## src/rtl/sata_link_pkg.sv

```systemverilog
// Shared types for the SATA link-layer receive controller: primitive codes,
// receive FSM states and the state-to-primitive mapping.
package sata_link_pkg;

    // Primitive codes exchanged with the primitive decoder / encoder.
    // PRIM_NONE marks a data dword.
    typedef enum logic [3:0] {
        PRIM_NONE  = 4'd0,
        PRIM_SYNC  = 4'd1,
        PRIM_X_RDY = 4'd2,
        PRIM_R_RDY = 4'd3,
        PRIM_SOF   = 4'd4,
        PRIM_EOF   = 4'd5,
        PRIM_HOLD  = 4'd6,
        PRIM_HOLDA = 4'd7,
        PRIM_R_IP  = 4'd8,
        PRIM_WTRM  = 4'd9,
        PRIM_R_OK  = 4'd10,
        PRIM_R_ERR = 4'd11,
        PRIM_DMAT  = 4'd12
    } sata_prim_t;

    // Receive handshake states.
    typedef enum logic [2:0] {
        ST_IDLE      = 3'd0,
        ST_RDY       = 3'd1,
        ST_DATA      = 3'd2,
        ST_LHOLD     = 3'd3,
        ST_PHOLD     = 3'd4,
        ST_WAIT_STAT = 3'd5,
        ST_GOOD      = 3'd6,
        ST_BAD       = 3'd7
    } sata_link_rx_state_t;

    localparam int FRAME_CNT_W = 16;

    // Primitive transmitted continuously while in a given state.
    function automatic sata_prim_t state_prim(input sata_link_rx_state_t s);
        case (s)
            ST_IDLE:      state_prim = PRIM_SYNC;
            ST_RDY:       state_prim = PRIM_R_RDY;
            ST_DATA:      state_prim = PRIM_R_IP;
            ST_LHOLD:     state_prim = PRIM_HOLD;
            ST_PHOLD:     state_prim = PRIM_HOLDA;
            ST_WAIT_STAT: state_prim = PRIM_R_IP;
            ST_GOOD:      state_prim = PRIM_R_OK;
            ST_BAD:       state_prim = PRIM_R_ERR;
            default:      state_prim = PRIM_SYNC;
        endcase
    endfunction

endpackage

```

## src/rtl/sata_link_rx_skid.sv

```systemverilog
// One-dword hold register between the link receive FSM and the datapath.
// A dword is only released once the next dword arrives (rx_eop=0) or the
// frame ends / aborts (rx_eop=1), so the CRC dword always carries rx_eop.
module sata_link_rx_skid (
    input  logic        clk,
    input  logic        reset_n,
    input  logic        store,    // accept din; release any held dword
    input  logic [31:0] din,
    input  logic        eop,      // frame end: release held dword with eop
    input  logic        flush,    // abort: release held dword (if any) with eop
    output logic [31:0] dout,
    output logic        val,
    output logic        last,
    output logic        full
);

    logic [31:0] hold;

    // Hold register and registered datapath outputs; close beats store.
    always_ff @(posedge clk or negedge reset_n) begin
        if (!reset_n) begin
            hold <= '0;
            full <= 1'b0;
            dout <= '0;
            val  <= 1'b0;
            last <= 1'b0;
        end else begin
            val  <= 1'b0;
            last <= 1'b0;
            if (eop || flush) begin
                if (full) begin
                    dout <= hold;
                    val  <= 1'b1;
                    last <= 1'b1;
                end
                full <= 1'b0;
            end else if (store) begin
                if (full) begin
                    dout <= hold;
                    val  <= 1'b1;
                end
                hold <= din;
                full <= 1'b1;
            end
        end
    end

endmodule

```

## src/rtl/sata_link_rx_ctrl.sv

```systemverilog
// SATA link-layer receive controller: runs the receive primitive handshake,
// strips primitives, forwards data through a one-dword skid register and
// answers each frame with R_OK / R_ERR from the datapath status.
// Optional build macro SATA_LINK_RX_FRAME_CNT_EN adds saturating frame
// counters cnt_good / cnt_bad / cnt_abort.
//
// Datapath handshake: rx_val qualifies rx_dat/rx_eop for exactly one cycle
// and is always consumed; the datapath has no ready (its o_rdy is tied high),
// so local flow control is done only through HOLD on fifo_almostfull.
module sata_link_rx_ctrl
    import sata_link_pkg::*;
#(
    parameter int STAT_TIMEOUT = 32
) (
    input  logic        clk,
    input  logic        reset_n,
    input  logic        link_up,
    input  logic [31:0] phy_dat,
    input  logic        phy_val,
    input  sata_prim_t  phy_prim,
    output logic [31:0] rx_dat,
    output logic        rx_val,
    output logic        rx_eop,
    input  logic        fifo_almostfull,
    input  logic        stat_good_crc,
    input  logic        stat_bad_crc,
    input  logic        stat_fifo_ovfl,
    output sata_prim_t  tx_prim,
    output logic        frame_active
`ifdef SATA_LINK_RX_FRAME_CNT_EN
    ,
    output logic [FRAME_CNT_W-1:0] cnt_good,
    output logic [FRAME_CNT_W-1:0] cnt_bad,
    output logic [FRAME_CNT_W-1:0] cnt_abort
`endif
);

    localparam int TW = $clog2(STAT_TIMEOUT) + 1;

    sata_link_rx_state_t state, state_next;
    logic [TW-1:0]       to_cnt;
    logic                ovfl_flag;
    logic                skid_full;
    logic                store, emit_eop, flush, abort;
    logic                in_frame;

    // Decoded receive events; primitives only count when phy_val is set.
    logic is_data, is_sync, is_xrdy, is_sof, is_eof, is_hold;
    assign is_data = phy_val && (phy_prim == PRIM_NONE);
    assign is_sync = phy_val && (phy_prim == PRIM_SYNC);
    assign is_xrdy = phy_val && (phy_prim == PRIM_X_RDY);
    assign is_sof  = phy_val && (phy_prim == PRIM_SOF);
    assign is_eof  = phy_val && (phy_prim == PRIM_EOF);
    assign is_hold = phy_val && (phy_prim == PRIM_HOLD);

    assign in_frame = (state == ST_DATA) || (state == ST_LHOLD) || (state == ST_PHOLD);

    // State register.
    always_ff @(posedge clk or negedge reset_n) begin
        if (!reset_n) state <= ST_IDLE;
        else          state <= state_next;
    end

    // Next state and skid controls; link loss beats everything, then SYNC.
    always_comb begin
        state_next = state;
        store      = 1'b0;
        emit_eop   = 1'b0;
        flush      = 1'b0;
        abort      = 1'b0;
        if (!link_up) begin
            state_next = ST_IDLE;
            if (state != ST_IDLE) begin
                abort = 1'b1;
                flush = 1'b1;
            end
        end else begin
            case (state)
                ST_IDLE: begin
                    if (is_xrdy) state_next = ST_RDY;
                end
                ST_RDY: begin
                    if (is_sof)       state_next = ST_DATA;
                    else if (is_sync) state_next = ST_IDLE;
                end
                ST_DATA, ST_LHOLD, ST_PHOLD: begin
                    if (is_sync) begin
                        state_next = ST_IDLE;
                        abort      = 1'b1;
                        flush      = 1'b1;
                    end else if (is_eof) begin
                        // An EOF without a held CRC dword is a malformed frame.
                        if (skid_full) begin
                            emit_eop   = 1'b1;
                            state_next = ST_WAIT_STAT;
                        end else begin
                            state_next = ST_BAD;
                        end
                    end else begin
                        store = is_data;
                        // Local HOLD always wins over answering the peer's HOLD.
                        if (fifo_almostfull) begin
                            state_next = ST_LHOLD;
                        end else if (is_hold) begin
                            state_next = ST_PHOLD;
                        end else if (state == ST_LHOLD || phy_val) begin
                            state_next = ST_DATA;
                        end
                    end
                end
                ST_WAIT_STAT: begin
                    if (stat_bad_crc || ovfl_flag || stat_fifo_ovfl) state_next = ST_BAD;
                    else if (stat_good_crc)                           state_next = ST_GOOD;
                    else if (to_cnt == TW'(STAT_TIMEOUT - 1))         state_next = ST_BAD;
                end
                ST_GOOD, ST_BAD: begin
                    if (is_sync) state_next = ST_IDLE;
                end
                default: state_next = ST_IDLE;
            endcase
        end
    end

    // Registered handshake outputs follow the state being entered.
    always_ff @(posedge clk or negedge reset_n) begin
        if (!reset_n) begin
            tx_prim      <= PRIM_SYNC;
            frame_active <= 1'b0;
        end else begin
            tx_prim      <= state_prim(state_next);
            frame_active <= (state_next != ST_IDLE) && (state_next != ST_RDY);
        end
    end

    // Status timeout: cleared on entry to WAIT_STAT, saturating inside it.
    always_ff @(posedge clk or negedge reset_n) begin
        if (!reset_n) begin
            to_cnt <= '0;
        end else if (state_next == ST_WAIT_STAT && state != ST_WAIT_STAT) begin
            to_cnt <= '0;
        end else if (state == ST_WAIT_STAT && to_cnt != {TW{1'b1}}) begin
            to_cnt <= to_cnt + 1'b1;
        end
    end

    // Sticky overflow seen anywhere between SOF and the end of WAIT_STAT.
    always_ff @(posedge clk or negedge reset_n) begin
        if (!reset_n) begin
            ovfl_flag <= 1'b0;
        end else if (state == ST_IDLE) begin
            ovfl_flag <= 1'b0;
        end else if (stat_fifo_ovfl && (in_frame || state == ST_WAIT_STAT)) begin
            ovfl_flag <= 1'b1;
        end
    end

    sata_link_rx_skid u_skid (
        .clk     (clk),
        .reset_n (reset_n),
        .store   (store),
        .din     (phy_dat),
        .eop     (emit_eop),
        .flush   (flush),
        .dout    (rx_dat),
        .val     (rx_val),
        .last    (rx_eop),
        .full    (skid_full)
    );

`ifdef SATA_LINK_RX_FRAME_CNT_EN
    // Saturating frame outcome counters.
    always_ff @(posedge clk or negedge reset_n) begin
        if (!reset_n) begin
            cnt_good  <= '0;
            cnt_bad   <= '0;
            cnt_abort <= '0;
        end else begin
            if (state_next == ST_GOOD && state != ST_GOOD && cnt_good != '1)
                cnt_good <= cnt_good + 1'b1;
            if (state_next == ST_BAD && state != ST_BAD && cnt_bad != '1)
                cnt_bad <= cnt_bad + 1'b1;
            if (abort && cnt_abort != '1)
                cnt_abort <= cnt_abort + 1'b1;
        end
    end
`endif

endmodule
```

## config.mk

```make
export PLATFORM = sky130hd
export DESIGN_NAME = sata_link_rx_ctrl
export DESIGN_NICKNAME = d
export VERILOG_FILES = /design/src/rtl/sata_link_pkg.sv /design/src/rtl/sata_link_rx_skid.sv /design/src/rtl/sata_link_rx_ctrl.sv
export SDC_FILE = /design/constraint.sdc
export NUM_CORES = 1
export LEC_CHECK = 0
export CORE_ASPECT_RATIO = 0.5
export CORE_MARGIN = 2
export CORE_UTILIZATION = 50
export CTS_CLUSTER_SIZE = 25
export DETAILED_ROUTE_END_ITERATION = 10
export PLACE_DENSITY = 0.84
export SKIP_LAST_GASP = 1
export SLEW_MARGIN = 10
export SYNTH_ARGS = -nofsm -noshare
export SYNTH_HDL_FRONTEND = slang
export SYNTH_HIERARCHICAL = 1
export SYNTH_SLANG_ARGS = --single-unit
```

## constraint.sdc

```tcl
create_clock -name clk -period 3.46 [get_ports clk]
set_input_delay 0.865 -clock clk [delete_from_list [all_inputs] [get_ports clk]]
set_output_delay 0.865 -clock clk [all_outputs]
set_load 0.03 [all_outputs]
```

; ---- Yosys cells after proc, flatten, opt, wreduce, memory -nomap -nowiden
; Memory sizes are Yosys's and may differ from the RTL's. A register that Yosys moved wholly into a read port is not among the register bits.
; Index checks and enable logic that the tools add are counted.
[word_totals]
register_bits = 78
in_bits = 44
romBits = 32
elab_cells = 96
mem_count = 1
output_inout_bits = 39
[mem_list]
columns = memory, words, width, rd, rd_clocked_by_memory_dff, write_ports, line
row1 = (name not given), 8, 4, 1, 1, 0, sata_link_pkg.sv:39  ; case (s)
[op_classes]
bitwise_logic = 1
n_reduce_logical = 28
mux = 39
add_sub_neg = 1
eq_ne = 17
[ops]
columns = op, n
row1 = 32-bit 2-to-1 mux, 3
row2 = 3-bit 2-to-1 mux, 12
row3 = 1-bit 2-to-1 mux, 20
row4 = 3-bit equality test (second input constant), 5
row5 = 3-bit one-hot mux with 5 select lines, 1
row6 = 4-bit by 3-bit equality test with 1-bit output (second input constant), 3
row7 = 6-bit 2-to-1 mux, 2
row8 = 1-bit logical AND, 10
row9 = 1-bit logical OR, 7
row10 = 6-bit by 1-bit adder with 6-bit output (second input constant), 1
row11 = 3-bit by 2-bit equality test with 1-bit output (second input constant), 2
row12 = 6-bit by 5-bit equality test with 1-bit output (second input constant), 1
row13 = 6-bit inequality test (second input constant), 1
row14 = 2-bit nonzero test, 3
row15 = 3-bit nonzero test, 2
row16 = 4-bit by 1-bit equality test with 1-bit output (second input constant), 1
row17 = 4-bit by 2-bit equality test with 1-bit output (second input constant), 1
row18 = 4-bit logical NOT, 1
row19 = 3-bit by 1-bit equality test with 1-bit output (second input constant), 1
row20 = 3-bit logical NOT, 1
row21 = 3-bit by 1-bit inequality test with 1-bit output (second input constant), 1
row22 = 3-bit inequality test (second input constant), 1
row23 = 3-bit OR reduction, 1
row24 = 2-bit 2-to-1 mux, 1
row25 = other kinds (4), 4

; ---- Logic depth before layout (Yosys ltp)
; Gate-level depths: netlist of the first run.
[depth]
word_depth = 12
depth_mapped = 8
depth_no_buf = 8

; ---- By module
; Netlist of the first run, hierarchy kept.
[modules_own_cells]
columns = module, instances, seq_area_each_um2, cells_per_inst, area_per_inst_um2
row1 = sata_link_rx_skid, 1, 1676.6, 143, 2524.9
row2 = sata_link_rx_ctrl, 1, 376.6, 107, 1053.5

; ---- Least setup slack after synthesis of the first run
; No wires, ideal clock.
[synth_path]
path_type = input to register
from = input port phy_prim[1]
to = register u_skid.dout[5]
path_buffers = 1
setup_time_ps = 128
setup_slack_ps = 724
t_required_ps = 3332
t_arrival_ps = 2608
stages = 7
cell_sequence = nor4bb_4 > and2b_4 > nand2_1 > a32oi_1 > o31ai_4 > buf_6 > mux2_1
[synth_between]
word_cells_on_any_way = 20
cone_classes = eq/ne (2) / mux (12) / reduce/logical (6)
[synth_rtl]
columns = item, line
row1 = from (decl), sata_link_rx_ctrl.sv:20  ; input sata_prim_t phy_prim,
row2 = 4-bit by 1-bit equality test with 1-bit output (*), sata_link_rx_ctrl.sv:50  ; assign is_sync = phy_val && (phy_prim == PRIM_SYNC);
row3 = 1-bit logical AND (*), sata_link_rx_ctrl.sv:50
row4 = 1-bit 2-to-1 mux (*), sata_link_rx_ctrl.sv:87  ; if (is_sync) begin
row5 = 1-bit 2-to-1 mux (*), sata_link_rx_ctrl.sv:78  ; case (state)
row6 = 1-bit 2-to-1 mux (*), sata_link_rx_ctrl.sv:71  ; if (!link_up) begin
row7 = named net flush, sata_link_rx_ctrl.sv:44  ; logic store, emit_eop, flush, abort;
row8 = 1-bit logical OR (*), sata_link_rx_skid.sv:30  ; if (eop || flush) begin
row9 = 32-bit 2-to-1 mux or 2-bit nonzero test (tied branches), -
row10 = to (signal assigned), sata_link_rx_skid.sv:32  ; dout <= hold;
row11 = to (signal assigned), sata_link_rx_skid.sv:39  ; dout <= hold;
row12 = to (decl), sata_link_rx_skid.sv:11  ; output logic [31:0] dout,
; The timed path passes the listed nets; every way through them passes the cells marked *.
; A chain may end at the register's enable or synchronous reset.

; ---- Final worst setup path of the first run
[layout_path]
from = input port phy_prim[1]
to = register tx_prim[1]
[layout_between]
elab_chain_cells = 8
word_cells_on_any_way = 19
cone_classes = eq/ne (5) / mux (9) / reduce/logical (5)
[layout_rtl]
columns = item, line
row1 = 4-bit by 3-bit equality test with 1-bit output, sata_link_rx_ctrl.sv:54  ; assign is_hold = phy_val && (phy_prim == PRIM_HOLD);
row2 = 1-bit logical AND, sata_link_rx_ctrl.sv:54
row3 = 3-bit 2-to-1 mux, sata_link_rx_ctrl.sv:104  ; end else if (is_hold) begin
row4 = 3-bit 2-to-1 mux, sata_link_rx_ctrl.sv:102  ; if (fifo_almostfull) begin
row5 = 3-bit 2-to-1 mux, sata_link_rx_ctrl.sv:91  ; end else if (is_eof) begin
row6 = 3-bit 2-to-1 mux, sata_link_rx_ctrl.sv:87
row7 = 3-bit one-hot mux with 5 select lines (*), sata_link_rx_ctrl.sv:78
row8 = 3-bit 2-to-1 mux (*), sata_link_rx_ctrl.sv:71
row9 = named net state_next[0], sata_link_rx_ctrl.sv:40  ; sata_link_rx_state_t state, state_next;
row10 = to (decl), sata_link_rx_ctrl.sv:28  ; output sata_prim_t tx_prim,
; Marks and branches as above.

==> results of run 1 <==
critical path: cells and delay by family:
family	cells	cell delay, ns
buffers and inverters	2	0.67
and+or+nand+nor	1	0.49
muxes	2	0.49
adders and majority gates	1	0.28
AOI/OAI and AO/OA	2	0.33
state kept, by name, summed over array words and instances (netlist names):
signal,count
u_skid/dout,32
u_skid/hold,32
to_cnt,6
tx_prim,4
state,3
frame_active,1
ovfl_flag,1
u_skid/full,1
u_skid/last,1
u_skid/val,1
cell usage in the layout (no fill, tap or decap), types with 2 or more instances in the layout:
master,n
sky130_fd_sc_hd__a21oi_1,5
sky130_fd_sc_hd__xor2_1,2
sky130_fd_sc_hd__dfrtp_1,81
sky130_fd_sc_hd__clkbuf_16,9
sky130_fd_sc_hd__mux2_2,62
sky130_fd_sc_hd__nand3_1,2
sky130_fd_sc_hd__ha_1,4
sky130_fd_sc_hd__buf_4,4
sky130_fd_sc_hd__mux2_1,4
sky130_fd_sc_hd__nand2b_1,2
sky130_fd_sc_hd__xnor2_1,3
sky130_fd_sc_hd__clkinvlp_4,2
sky130_fd_sc_hd__nor3b_1,3
sky130_fd_sc_hd__bufinv_16,2
sky130_fd_sc_hd__nor2_1,8
sky130_fd_sc_hd__a32oi_1,2
sky130_fd_sc_hd__nor3_1,3
sky130_fd_sc_hd__nand2_1,10
sky130_fd_sc_hd__inv_1,6
sky130_fd_sc_hd__clkbuf_1,2
sky130_fd_sc_hd__buf_12,2
sky130_fd_sc_hd__a31oi_1,7
sky130_fd_sc_hd__clkdlybuf4s50_1,81
sky130_fd_sc_hd__a211oi_1,2
sky130_fd_sc_hd__mux2i_1,4
cells by family (layout without fill, tap and decap cells):
logic type | Yosys count | count (layout) | synth area share, %
AO/OA/AOI/OAI | 28 | 28 | 6.43
XOR/XNOR | 5 | 5 | 1.22
adder cells (fa/ha/maj) | 4 | 4 | 1.40
buffers and inverters | 16 | 109 | 3.08
flip-flops | 82 | 82 | 57.4
multiplexers | 71 | 71 | 22.3
AND/OR/NAND/NOR | 44 | 44 | 8.18
per-layer routing:
layer  vias up  global-route usage [%]  wire (um)
met2        53                    33.9       3650
met5         -                       0          0
met4         0                    6.82         76
li1       1087                       -          -
met1      1165                    21.7       2920
met3        10                    5.54        323
worst max-delay path by stage:
stage,from,end,slack [ns]
2_1_floorplan,phy_prim[1],u_skid/dout[5]$_DFFE_PN0P_,0.72
3_3_place_gp,phy_prim[1],u_skid/dout[5]$_DFFE_PN0P_,0.22
3_5_place_dp,phy_prim[1],tx_prim[1]$_DFF_PN0_,0.16
4_1_cts,phy_prim[1],tx_prim[1]$_DFF_PN0_,0.51
5_1_grt,phy_prim[1],to_cnt[5]$_DFFE_PN0P_,0.36
6_report,phy_prim[1],tx_prim[1]$_DFF_PN0_,0.51
power by group through the flow:
stage | Clock (uW) | Combinational, uW | Sequential, uW
after floorplan | 0 | 109 | 1080
after global placement | 0 | 207 | 1080
after detailed placement | 0 | 218 | 1090
after CTS | 1020 | 220 | 1070
after global routing | 1070 | 240 | 1080
final | 998 | 217 | 1070
cell type report:
| cell class | count | area, um^2 |
|---|---|---|
| flip-flops and latches | 82 | 2050 |
| clock buffers | 12 | 246 |
| repair buffers | 87 | 881 |
| multi-input cells | 152 | 1420 |
| inverters | 6 | 22.5 |
| clock inverters | 4 | 75.1 |
| well taps | 92 | 115 |
| fillers | 451 | 2000 |
stage by stage:
| stage | power, uW | hold WS [ns] | instances | setup WS [ns] |
|---|---|---|---|---|
| 2_1_floorplan | 1190 | 0.450 | 250 | 0.724 |
| 3_3_place_gp | 1280 | 0.460 | 419 | 0.224 |
| 3_5_place_dp | 1300 | 0.465 | 419 | 0.156 |
| 4_1_cts | 2310 | 0.486 | 435 | 0.506 |
| 5_1_grt | 2390 | 0.503 | 435 | 0.358 |
| 6_report | 2280 | 0.480 | 435 | 0.508 |
==> out/summary.json, run 1 <==
{
  "netlist_top_cells_count": "sky130_fd_sc_hd__dfrtp_1 (81), sky130_fd_sc_hd__mux2_2 (62), sky130_fd_sc_hd__nand2_1 (10), sky130_fd_sc_hd__nor2_1 (8), sky130_fd_sc_hd__a31oi_1 (7)",
  "holdBufCountCts": 0,
  "synthesis.area_um2": 3580,
  "global_route.overflow_total": 0,
  "critical_path_class": "primary input to flop",
  "maximum_cell_stage_delay_along_the_critical_path_ns": 0.54,
  "cts_tree": "done",
  "design.die.area_um2": 7890,
  "antennaDiodeCount": 0,
  "hold-path-endpoint": "u_skid/dout[5]$_DFFE_PN0P_",
  "synth_enable_flop_cells": 0,
  "track_usage_pct": 19.0,
  "via_density_per_instance": 5.32,
  "post_cts.resized_instances": 0,
  "yosysTopAreaCellShare_pct": 56.6,
  "gp_congestion": 0.816,
  "timing.setup.tns_ns": 0,
  "worst_skew_pair.late_latency_ns": 0.33,
  "synthesis.nets": 298,
  "floorplan.die.width_um": 124,
  "grt_setup_unrepaired": "no",
  "switching_power_uw": 498,
  "min_from": "u_skid/hold[5]$_DFFE_PN0P_",
  "clk_root_buffer_cell": "sky130_fd_sc_hd__clkbuf_16",
  "final_design_area_no_fill_um2": 4810,
  "clock.fmax_mhz": 339,
  "totalWireLength_um": 6960,
  "clkSinkCount": 82,
  "worst_r2r_path_depth": 7,
  "boundaryPins": 83,
  "report.final.setup_viol": 0,
  "power.share.sequential_pct": 46.8,
  "synth_largest_area_cell": "sky130_fd_sc_hd__dfrtp_1",
  "combinationalPowerShare_pct": 9.5,
  "power_density_nw_per_um2": 475,
  "hold_path_class": "flop to flop",
  "drtPass1Iterations": 4,
  "cts_max_path_buffers": 2,
  "dr.first_iter.drc_count": 157,
  "ir_worst_vdd_mv": 0.252,
  "timing.critical_path.fanout_max": 7,
  "postCtsSetupRepairBufs": 0,
  "final_core_utilization_pct": 70.7,
  "floorplan.core_area_um2": 6810,
  "crit_path_start_kind": "primary input",
  "yosysWarnings": 6,
  "synth.ff_latch_count": 82,
  "run_status": "finished, final reports clean",
  "fraction_of_the_yosys_area_taken_by_sequential_cells_pct": 57.4,
  "min_period_ns": 2.95,
  "vias": 2315,
  "h-tree-depth": 3,
  "timing.final.crit_share_pct": 85.3,
  "wire_per_inst_um": 16.0,
  "maxCapViolCount": 0,
  "grt_antenna_before_repair": 0,
  "r2r_end": "u_skid/hold[4]$_DFFE_PN0P_",
  "postSynthAreaPerCell_um2": 14.3,
  "placed_area_um2": 4490,
  "worst_ep_required_time_ns": 3.64,
  "critical_path.cell_chain": "clkdlybuf4s50_1 > nor4bb_4 > mux2_2 > o32ai_1 > o21ai_1 > inv_1 > ha_1 > mux2i_1",
  "timing.critical_path.slowest_stage_cell": "sky130_fd_sc_hd__clkdlybuf4s50_1",
  "cell_internal_pwr_uw": 1790,
  "floorplan.rows": 21,
  "slew-limit-headroom_pct": 34.8,
  "wire_length_of_the_first_global_routing_pass_um": 11400,
  "synth.most_common_cell": "sky130_fd_sc_hd__dfrtp_1",
  "grt_pass1_vias": 2399,
  "leakage_uw": 0.00222,
  "detailedPlacementHpwl_um": 4750,
  "detail_route.drc_violations": 0,
  "syn-instance-count": 250,
  "worst_setup_path_end_kind": "flop",
  "switching_share_pct": 21.8,
  "io_buffer_count": 82,
  "clk_pin_slew_worst_paths_ns": 0.06,
  "netlist_cell_types": 50,
  "clockPowerShare_pct": 43.7,
  "r2r_slack_ns": 0.96,
  "tritoncts.num_buffers": 9,
  "layout-area-overhead-vs-synth_pct": 34.4,
  "worst_clock_skew_ns": 0.00361,
  "drive_gt1_share_pct": 26.5,
  "final_hold_violating_endpoints": 0,
  "drt.antenna.violating_nets": 0,
  "chipHeight_um": 63.8,
  "synth_top_cells_by_area": "sky130_fd_sc_hd__dfrtp_1 (57%), sky130_fd_sc_hd__mux2_2 (20%), sky130_fd_sc_hd__buf_6 (1.9%)",
  "worst_margin_pin_slew_ns": 0.978,
  "postSynth.topFlopCell": "sky130_fd_sc_hd__dfrtp_1",
  "synth-async-reset-ratio_pct": 100,
  "worstReg2RegStart": "state[1]$_DFF_PN0_",
  "drv_slew": 0,
  "critical_path_arrival_ns": 3.13,
  "grt_max_degree": 83,
  "final_net_count": 386,
  "floorplan.initialDensity_pct": 52.6,
  "depth_of_the_worst_hold_timing_path": 1
}
(Power assumes the default switching activity.)
==> run 2: changes to the inputs <==
--- a/config.mk
+++ b/config.mk
@@ -7,10 +7,11 @@
 export LEC_CHECK = 0
 export CORE_ASPECT_RATIO = 0.5
 export CORE_MARGIN = 2
-export CORE_UTILIZATION = 50
+export CORE_UTILIZATION = 62
 export CTS_CLUSTER_SIZE = 25
 export DETAILED_ROUTE_END_ITERATION = 10
-export PLACE_DENSITY = 0.84
+export DONT_BUFFER_PORTS = 1
+export PLACE_DENSITY = 0.82
 export SKIP_LAST_GASP = 1
 export SLEW_MARGIN = 10
 export SYNTH_ARGS = -nofsm -noshare
==> run 2 against run 1 <==
Net effect:
- sequential power about the same
- register-to-register slack got worse by 0.57 ns
- critical path depth decreased by 1
- routed wire length decreased by 9.7%
- final cell count decreased by 23%
- die area decreased by 18%
- sequential share of layout area increased by 9.8 points
- power decreased by 8.3%
- non-clock buffer count decreased by 82
- via count decreased by 13%
- largest power group unchanged
- highest routed layer unchanged
- combinational power decreased by 43%
- clock-buffer cell count decreased by 1
==> out/summary.json, run 2 (synthesized netlist as in run 1, its figures left out) <==
{
  "boundaryPins": {"value": 83, "change": "unchanged"},
  "ir_worst_vdd": {"value": 0.397, "unit": "mV", "change": "+58%"},
  "floorplan.rows": {"value": 19, "change": "-9.5%"},
  "grt_pass1_vias": {"value": 2164, "change": "-9.8%"},
  "switching_share": {"value": 23.0, "unit": "%", "change": "+1.2 points"},
  "r2r_end": "u_skid/hold[15]$_DFFE_PN0P_",
  "layout_common_cells": "sky130_fd_sc_hd__dfrtp_1 (81), sky130_fd_sc_hd__mux2_2 (62), sky130_fd_sc_hd__nand2_1 (10)",
  "cts_tree": "done",
  "detail_route.drc_violations": {"value": 0, "change": "unchanged"},
  "report.final.setup_viol": {"value": 0, "change": "unchanged"},
  "crit_path_start_kind": "flop",
  "worst_clock_skew": {"value": 0.00581, "unit": "ns", "change": "+0.00220 ns"},
  "track_usage": {"value": 21.3, "unit": "%", "change": "+2.3 points"},
  "drtPass1Iterations": {"value": 4, "change": "unchanged"},
  "tritoncts.num_buffers": {"value": 9, "change": "unchanged"},
  "final_hold_violating_endpoints": {"value": 0, "change": "unchanged"},
  "floorplan.initialDensity": {"value": 64.9, "unit": "%", "change": "+12 points"},
  "post_cts.resized_instances": {"value": 0, "change": "unchanged"},
  "layout.filler_cells": {"value": 375, "change": "-17%"},
  "maxCapViolCount": {"value": 0, "change": "unchanged"},
  "slew-limit-headroom": {"value": 34.0, "unit": "%", "change": "-0.82 points"},
  "layout_top_registers": "u_skid/dout (32), u_skid/hold (32), to_cnt (6)",
  "worst_ep_required_time": {"value": 3.68, "unit": "ns", "change": "+0.04 ns"},
  "floorplan.die.width": {"value": 111, "unit": "um", "change": "-9.9%"},
  "clockPowerShare": {"value": 42.7, "unit": "%", "change": "-1.0 points"},
  "timing.setup.tns": {"value": 0, "unit": "ns", "change": "unchanged"},
  "antennaDiodeCount": {"value": 0, "change": "unchanged"},
  "worst_skew_pair.late_latency": {"value": 0.33, "unit": "ns", "change": "about the same"},
  "drt.antenna.violating_nets": {"value": 0, "change": "unchanged"},
  "timing.hold.ws": {"value": 0.227, "unit": "ns", "change": "-0.252 ns"},
  "clk_pin_slew_worst_paths": {"value": 0.06, "unit": "ns", "change": "about the same"},
  "via_density_per_instance": {"value": 6.03, "change": "+13%"},
  "clkSinkCount": {"value": 82, "change": "unchanged"},
  "leakage": {"value": 0.00190, "unit": "uW", "change": "-14%"},
  "clk_root_buffer_cell": "sky130_fd_sc_hd__clkbuf_16",
  "vias": {"value": 2013, "change": "-13%"},
  "cts_max_path_buffers": {"value": 2, "change": "unchanged"},
  "chipHeight": {"value": 57.7, "unit": "um", "change": "-9.6%"},
  "design.die.area": {"value": 6430, "unit": "um^2", "change": "-18%"},
  "clock.fmax": {"value": 325, "unit": "MHz", "change": "-3.9%"},
  "global_route.overflow_total": {"value": 0, "change": "unchanged"},
  "worst_setup_slack_final": {"value": 0.387, "unit": "ns", "change": "-0.121 ns"},
  "detailedPlacementHpwl": {"value": 4320, "unit": "um", "change": "-9.0%"},
  "gp_congestion": {"value": 0.853, "change": "+4.6%"},
  "worst_setup_path_end_kind": "flop",
  "drive_gt1_share": {"value": 35.2, "unit": "%", "change": "+8.7 points"},
  "worstReg2RegStart": "state[2]$_DFF_PN0_",
  "holdBufCountCts": {"value": 0, "change": "unchanged"},
  "wire_per_inst": {"value": 18.8, "unit": "um", "change": "+18%"},
  "power_density": {"value": 536, "unit": "nW/um^2", "change": "+13%"},
  "cell_internal_pwr": {"value": 1610, "unit": "uW", "change": "-9.7%"},
  "run_status": "finished, final reports clean",
  "drv_slew": {"value": 0, "change": "unchanged"},
  "grt_setup_unrepaired": "no",
  "hold_path_class": "primary input to asynchronous set/reset pin",
  "final_net_count": {"value": 304, "change": "-21%"},
  "floorplan.core_area": {"value": 5520, "unit": "um^2", "change": "-19%"},
  "timing.final.crit_share": {"value": 88.8, "unit": "%", "change": "+3.5 points"},
  "min_period": {"value": 3.07, "unit": "ns", "change": "+0.121 ns"},
  "wire_length_of_the_first_global_routing_pass": {"value": 10400, "unit": "um", "change": "-9.1%"},
  "worst_r2r_path_depth": {"value": 7, "change": "unchanged"},
  "pre_cts_ws": {"value": 0.183, "unit": "ns", "change": "+0.0271 ns"},
  "final_core_utilization": {"value": 70.9, "unit": "%", "change": "+0.21 points"},
  "io_buffer_count": {"value": 0, "change": "-100%"},
  "mostFrequentLayoutCell": "sky130_fd_sc_hd__dfrtp_1",
  "combinationalPowerShare": {"value": 5.9, "unit": "%", "change": "-3.6 points"},
  "dr.first_iter.drc_count": {"value": 90, "change": "-43%"},
  "grt_max_degree": {"value": 83, "change": "unchanged"},
  "h-tree-depth": {"value": 3, "change": "unchanged"},
  "grt_antenna_before_repair": {"value": 0, "change": "unchanged"},
  "critical_path_arrival": {"value": 3.29, "unit": "ns", "change": "+0.16 ns"},
  "r2r_slack": {"value": 0.39, "unit": "ns", "change": "-0.57 ns"},
  "totalWireLength": {"value": 6290, "unit": "um", "change": "-9.7%"},
  "switching_power": {"value": 483, "unit": "uW", "change": "-3.0%"},
  "worst_margin_pin_slew": {"value": 0.989, "unit": "ns", "change": "+0.0112 ns"},
  "postCtsSetupRepairBufs": {"value": 0, "change": "unchanged"},
  "layout-area-overhead-vs-synth_pct": 9.23,
  "power.share.sequential": {"value": 51.4, "unit": "%", "change": "+4.6 points"},
  "critical_path_class": "flop to flop",
  "timing.critical_path.fanout_max": {"value": 19, "change": "+12"}
}
run 2: how the worst max path moves through the flow:
stage                            start                     endpoint
floorplan                  phy_prim[1]   u_skid/dout[5]$_DFFE_PN0P_
global placement           phy_prim[0]  u_skid/hold[20]$_DFFE_PN0P_
detailed placement         phy_prim[0]  u_skid/hold[14]$_DFFE_PN0P_
CTS                 state[2]$_DFF_PN0_  u_skid/hold[15]$_DFFE_PN0P_
global route        state[2]$_DFF_PN0_  u_skid/hold[15]$_DFFE_PN0P_
finish              state[2]$_DFF_PN0_  u_skid/hold[15]$_DFFE_PN0P_
run 2: through the flow:
stage / cell area, um^2 / total power [uW] / std cells
after floorplan: 3580 / 1190 / 250
after global placement: 3620 / 1200 / 318
after detailed placement: 3620 / 1220 / 318
after CTS: 3910 / 2120 / 334
after global routing: 3910 / 2170 / 334
final: 3910 / 2100 / 334
run 2: layout make-up:
type                    count  area (um^2)  share of cell area (%)
well taps                  73         91.3                    2.34
multi-input cells         152         1420                    36.2
repair buffers              5         37.5                   0.960
clock buffers              11          253                    6.47
inverters                   6         22.5                   0.576
flip-flops and latches     82         2050                    52.5
clock inverters             5         36.3                   0.928
run 2: worst max-delay path, stage by stage, from the launching register on:
cell and delay, ns:
sky130_fd_sc_hd__dfrtp_1 0.62, sky130_fd_sc_hd__nand2b_1 0.13, sky130_fd_sc_hd__mux2i_1 0.23, sky130_fd_sc_hd__nand2_1 0.10, sky130_fd_sc_hd__nor3b_1 0.26, sky130_fd_sc_hd__nor3b_4 0.87
sky130_fd_sc_hd__buf_4 0.36, sky130_fd_sc_hd__mux2_2 0.37
run 2: routing by layer:
metal | global-route usage, % | wire (um) | vias to the layer above
met2 | 36.9 | 3140 | 55
met1 | 24.4 | 2680 | 1024
met5 | 0 | 0 | -
li1 | - | - | 921
met3 | 7.43 | 350 | 13
met4 | 10.2 | 120 | 0
run 2: power groups by stage:
stage / registers, uW / logic [uW] / clock network [uW]
after global routing: 1090 / 137 / 946
after floorplan: 1080 / 109 / 0
after CTS: 1080 / 125 / 914
after global placement: 1090 / 116 / 0
final: 1080 / 124 / 894
after detailed placement: 1090 / 125 / 0
==> run 3: changes to the inputs <==
--- a/config.mk
+++ b/config.mk
@@ -8,6 +8,7 @@
 export CORE_ASPECT_RATIO = 0.5
 export CORE_MARGIN = 2
 export CORE_UTILIZATION = 62
+export CTS_BUF_LIST = sky130_fd_sc_hd__clkbuf_16
 export CTS_CLUSTER_SIZE = 25
 export DETAILED_ROUTE_END_ITERATION = 10
 export DONT_BUFFER_PORTS = 1
==> constraint.sdc (replaced) <==
create_clock -name clk -period 3.5 [get_ports clk]
set_input_delay 0.875 -clock clk [delete_from_list [all_inputs] [get_ports clk]]
set_output_delay 0.875 -clock clk [all_outputs]
set_load 0.03 [all_outputs]
==> run 3 against run 2 <==
Net effect:
- critical path depth is the same
- global-route usage down 0.41 points
- die area unchanged
- clock power rose by 3.0%
- hold slack improved by 0.019 ns
- final area is 0.29% higher
- via count is 0.30% lower
- combinational power decreased by 3%
==> out/summary.json, run 3 (synthesized netlist as in run 1, its figures left out) <==
{
  "floorplan.rows": {"value": 19, "change": "unchanged"},
  "multi_input_logic_area": {"value": 1420, "unit": "um^2", "change": "unchanged"},
  "r2r_end": "u_skid/hold[27]$_DFFE_PN0P_",
  "detailedPlacementHpwl": {"value": 4240, "unit": "um", "change": "-1.8%"},
  "crit_path_start_kind": "flop",
  "hold_path_class": "primary input to asynchronous set/reset pin",
  "boundaryPins": {"value": 83, "change": "unchanged"},
  "final_hold_violating_endpoints": {"value": 0, "change": "unchanged"},
  "design.die.area": {"value": 6430, "unit": "um^2", "change": "unchanged"},
  "timing.hold.ws": {"value": 0.247, "unit": "ns", "change": "+0.0193 ns"},
  "floorplan.core_area": {"value": 5520, "unit": "um^2", "change": "unchanged"},
  "wire_length_of_the_first_global_routing_pass": {"value": 10500, "unit": "um", "change": "+1.3%"},
  "vias": {"value": 2007, "change": "-0.30%"},
  "worst_margin_pin_slew": {"value": 0.881, "unit": "ns", "change": "-0.108 ns"},
  "timing.critical_path.slowest_stage_cell": "sky130_fd_sc_hd__nor3b_4",
  "instances_no_fill": {"value": 334, "change": "unchanged"},
  "cts_max_path_buffers": {"value": 2, "change": "unchanged"},
  "via_density_per_instance": {"value": 6.01, "change": "-0.30%"},
  "report.final.setup_viol": {"value": 0, "change": "unchanged"},
  "io_buffer_count": {"value": 0, "change": "unchanged"},
  "numPlacedInstances": {"value": 318, "change": "unchanged"},
  "gp_congestion": {"value": 0.847, "change": "-0.63%"},
  "totalWireLength": {"value": 6130, "unit": "um", "change": "-2.5%"},
  "global_route.overflow_total": {"value": 0, "change": "unchanged"},
  "maxCapViolCount": {"value": 0, "change": "unchanged"},
  "grt_max_degree": {"value": 83, "change": "unchanged"},
  "leakage": {"value": 0.00190, "unit": "uW", "change": "-0.28%"},
  "grt_pass1_vias": {"value": 2137, "change": "-1.2%"},
  "wire_per_inst": {"value": 18.3, "unit": "um", "change": "-2.5%"},
  "ir_worst_vdd": {"value": 0.420, "unit": "mV", "change": "+5.9%"},
  "holdBufCountCts": {"value": 0, "change": "unchanged"},
  "layout_top_registers": "u_skid/dout (32), u_skid/hold (32), to_cnt (6)",
  "critical_path_arrival": {"value": 3.21, "unit": "ns", "change": "-0.08 ns"},
  "h-tree-depth": {"value": 3, "change": "unchanged"},
  "r2r_slack": {"value": 0.48, "unit": "ns", "change": "+0.10 ns"},
  "layout_common_cells": "sky130_fd_sc_hd__dfrtp_1 (81), sky130_fd_sc_hd__mux2_2 (62), sky130_fd_sc_hd__nand2_1 (10)",
  "critical_path_class": "flop to flop",
  "grt_setup_unrepaired": "no",
  "clk_pin_slew_worst_paths": {"value": 0.06, "unit": "ns", "change": "about the same"},
  "min_period": {"value": 3.02, "unit": "ns", "change": "-0.0578 ns"},
  "post_cts.resized_instances": {"value": 0, "change": "unchanged"},
  "clock.fmax": {"value": 332, "unit": "MHz", "change": "+1.9%"},
  "cts_tree": "done",
  "timing.final.crit_share": {"value": 86.2, "unit": "%", "change": "-2.7 points"},
  "final_net_count": {"value": 304, "change": "unchanged"},
  "layout-area-overhead-vs-synth_pct": 9.55,
  "timing.critical_path.to": "u_skid/hold[27]$_DFFE_PN0P_",
  "drtPass1Iterations": {"value": 4, "change": "unchanged"},
  "regArea": {"value": 2050, "unit": "um^2", "change": "unchanged"},
  "final_design_area_no_fill": {"value": 3920, "unit": "um^2", "change": "+0.29%"},
  "worstSetupStartpoint": "state[2]$_DFF_PN0_",
  "timing.setup.tns": {"value": 0, "unit": "ns", "change": "unchanged"},
  "timing.critical_path.depth": {"value": 7, "change": "unchanged"},
  "run_status": "finished, final reports clean",
  "worst_r2r_path_depth": {"value": 7, "change": "unchanged"},
  "clkSinkCount": {"value": 82, "change": "unchanged"},
  "path_buf_inv": {"value": 1, "change": "unchanged"},
  "dr.first_iter.drc_count": {"value": 162, "change": "+80%"},
  "grt_antenna_before_repair": {"value": 0, "change": "unchanged"},
  "cpLargestDelayFamily": "simple AND/OR/NAND/NOR gates",
  "floorplan.initialDensity": {"value": 64.9, "unit": "%", "change": "unchanged"},
  "layout.filler_cells": {"value": 373, "change": "-0.53%"},
  "worstReg2RegStart": "state[2]$_DFF_PN0_",
  "antennaDiodeCount": {"value": 0, "change": "unchanged"},
  "detail_route.drc_violations": {"value": 0, "change": "unchanged"},
  "slew-limit-headroom": {"value": 41.2, "unit": "%", "change": "+7.2 points"},
  "chipHeight": {"value": 57.7, "unit": "um", "change": "unchanged"},
  "maximum_cell_stage_delay_along_the_critical_path": {"value": 0.79, "unit": "ns", "change": "-0.08 ns"},
  "placed_area": {"value": 3620, "unit": "um^2", "change": "unchanged"},
  "mostFrequentLayoutCell": "sky130_fd_sc_hd__dfrtp_1",
  "drv_slew": {"value": 0, "change": "unchanged"},
  "worst_skew_pair.late_latency": {"value": 0.32, "unit": "ns", "change": "about the same"},
  "clk_root_buffer_cell": "sky130_fd_sc_hd__clkbuf_16",
  "drive_gt1_share": {"value": 34.9, "unit": "%", "change": "-0.38 points"},
  "critical_path.cell_chain": "nand2b_1 > mux2i_1 > nand2_1 > nor3b_1 > nor3b_4 > buf_4 > mux2_2",
  "track_usage": {"value": 20.9, "unit": "%", "change": "-0.41 points"},
  "worst_setup_path_end_kind": "flop",
  "worst_clock_skew": {"value": 0.00495, "unit": "ns", "change": "-0.000862 ns"},
  "postCtsSetupRepairBufs": {"value": 0, "change": "unchanged"},
  "floorplan.die.width": {"value": 111, "unit": "um", "change": "unchanged"},
  "drt.antenna.violating_nets": {"value": 0, "change": "unchanged"},
  "timing.critical_path.fanout_max": {"value": 17, "change": "-2"},
  "worst_ep_required_time": {"value": 3.70, "unit": "ns", "change": "+0.02 ns"},
  "tritoncts.num_buffers": {"value": 9, "change": "unchanged"},
  "power_density": {"value": 537, "unit": "nW/um^2", "change": "+0.23%"}
}
## run 3: through the flow
step | utilization (%) | setup slack [ns] | total power [uW]
floorplan | - | 0.754 | 1170
global placement | 65.6 | 0.320 | 1190
detailed placement | 65.6 | 0.279 | 1200
CTS | 71.1 | 0.506 | 2130
global route | 71.1 | 0.225 | 2200
finish | 71.1 | 0.485 | 2110
## run 3: worst min path at each step
stage | endpoint | slack (ns) | cells past startpoint
finish | to_cnt[1]$_DFFE_PN0P_ | 0.25 | 0
global placement | u_skid/hold[5]$_DFFE_PN0P_ | 0.46 | 1
detailed placement | u_skid/hold[6]$_DFFE_PN0P_ | 0.48 | 1
floorplan | u_skid/dout[5]$_DFFE_PN0P_ | 0.45 | 1
CTS | to_cnt[1]$_DFFE_PN0P_ | 0.24 | 0
global route | frame_active$_DFF_PN0_ | 0.22 | 0
## run 3: final cells by class
cell class / count / area share, %
well taps: 73 / 2.33
inverters: 6 / 0.575
clock inverters: 7 / 1.92
clock buffers: 9 / 5.75
multi-input cells: 152 / 36.1
flip-flops and latches: 82 / 52.4
repair buffers: 5 / 0.958
## run 3: power breakdown
part           switching [uW]  internal (uW)
clock                     364            557
sequential               60.9           1000
combinational            52.0           68.2
## run 3: routing by layer
layer | up-vias | routed length, um | GRT usage, %
met4 | 0 | 50 | 4.94
met5 | - | 0 | 0
met1 | 1026 | 2600 | 24.8
met2 | 51 | 3180 | 37.5
li1 | 922 | - | -
met3 | 8 | 302 | 7.43
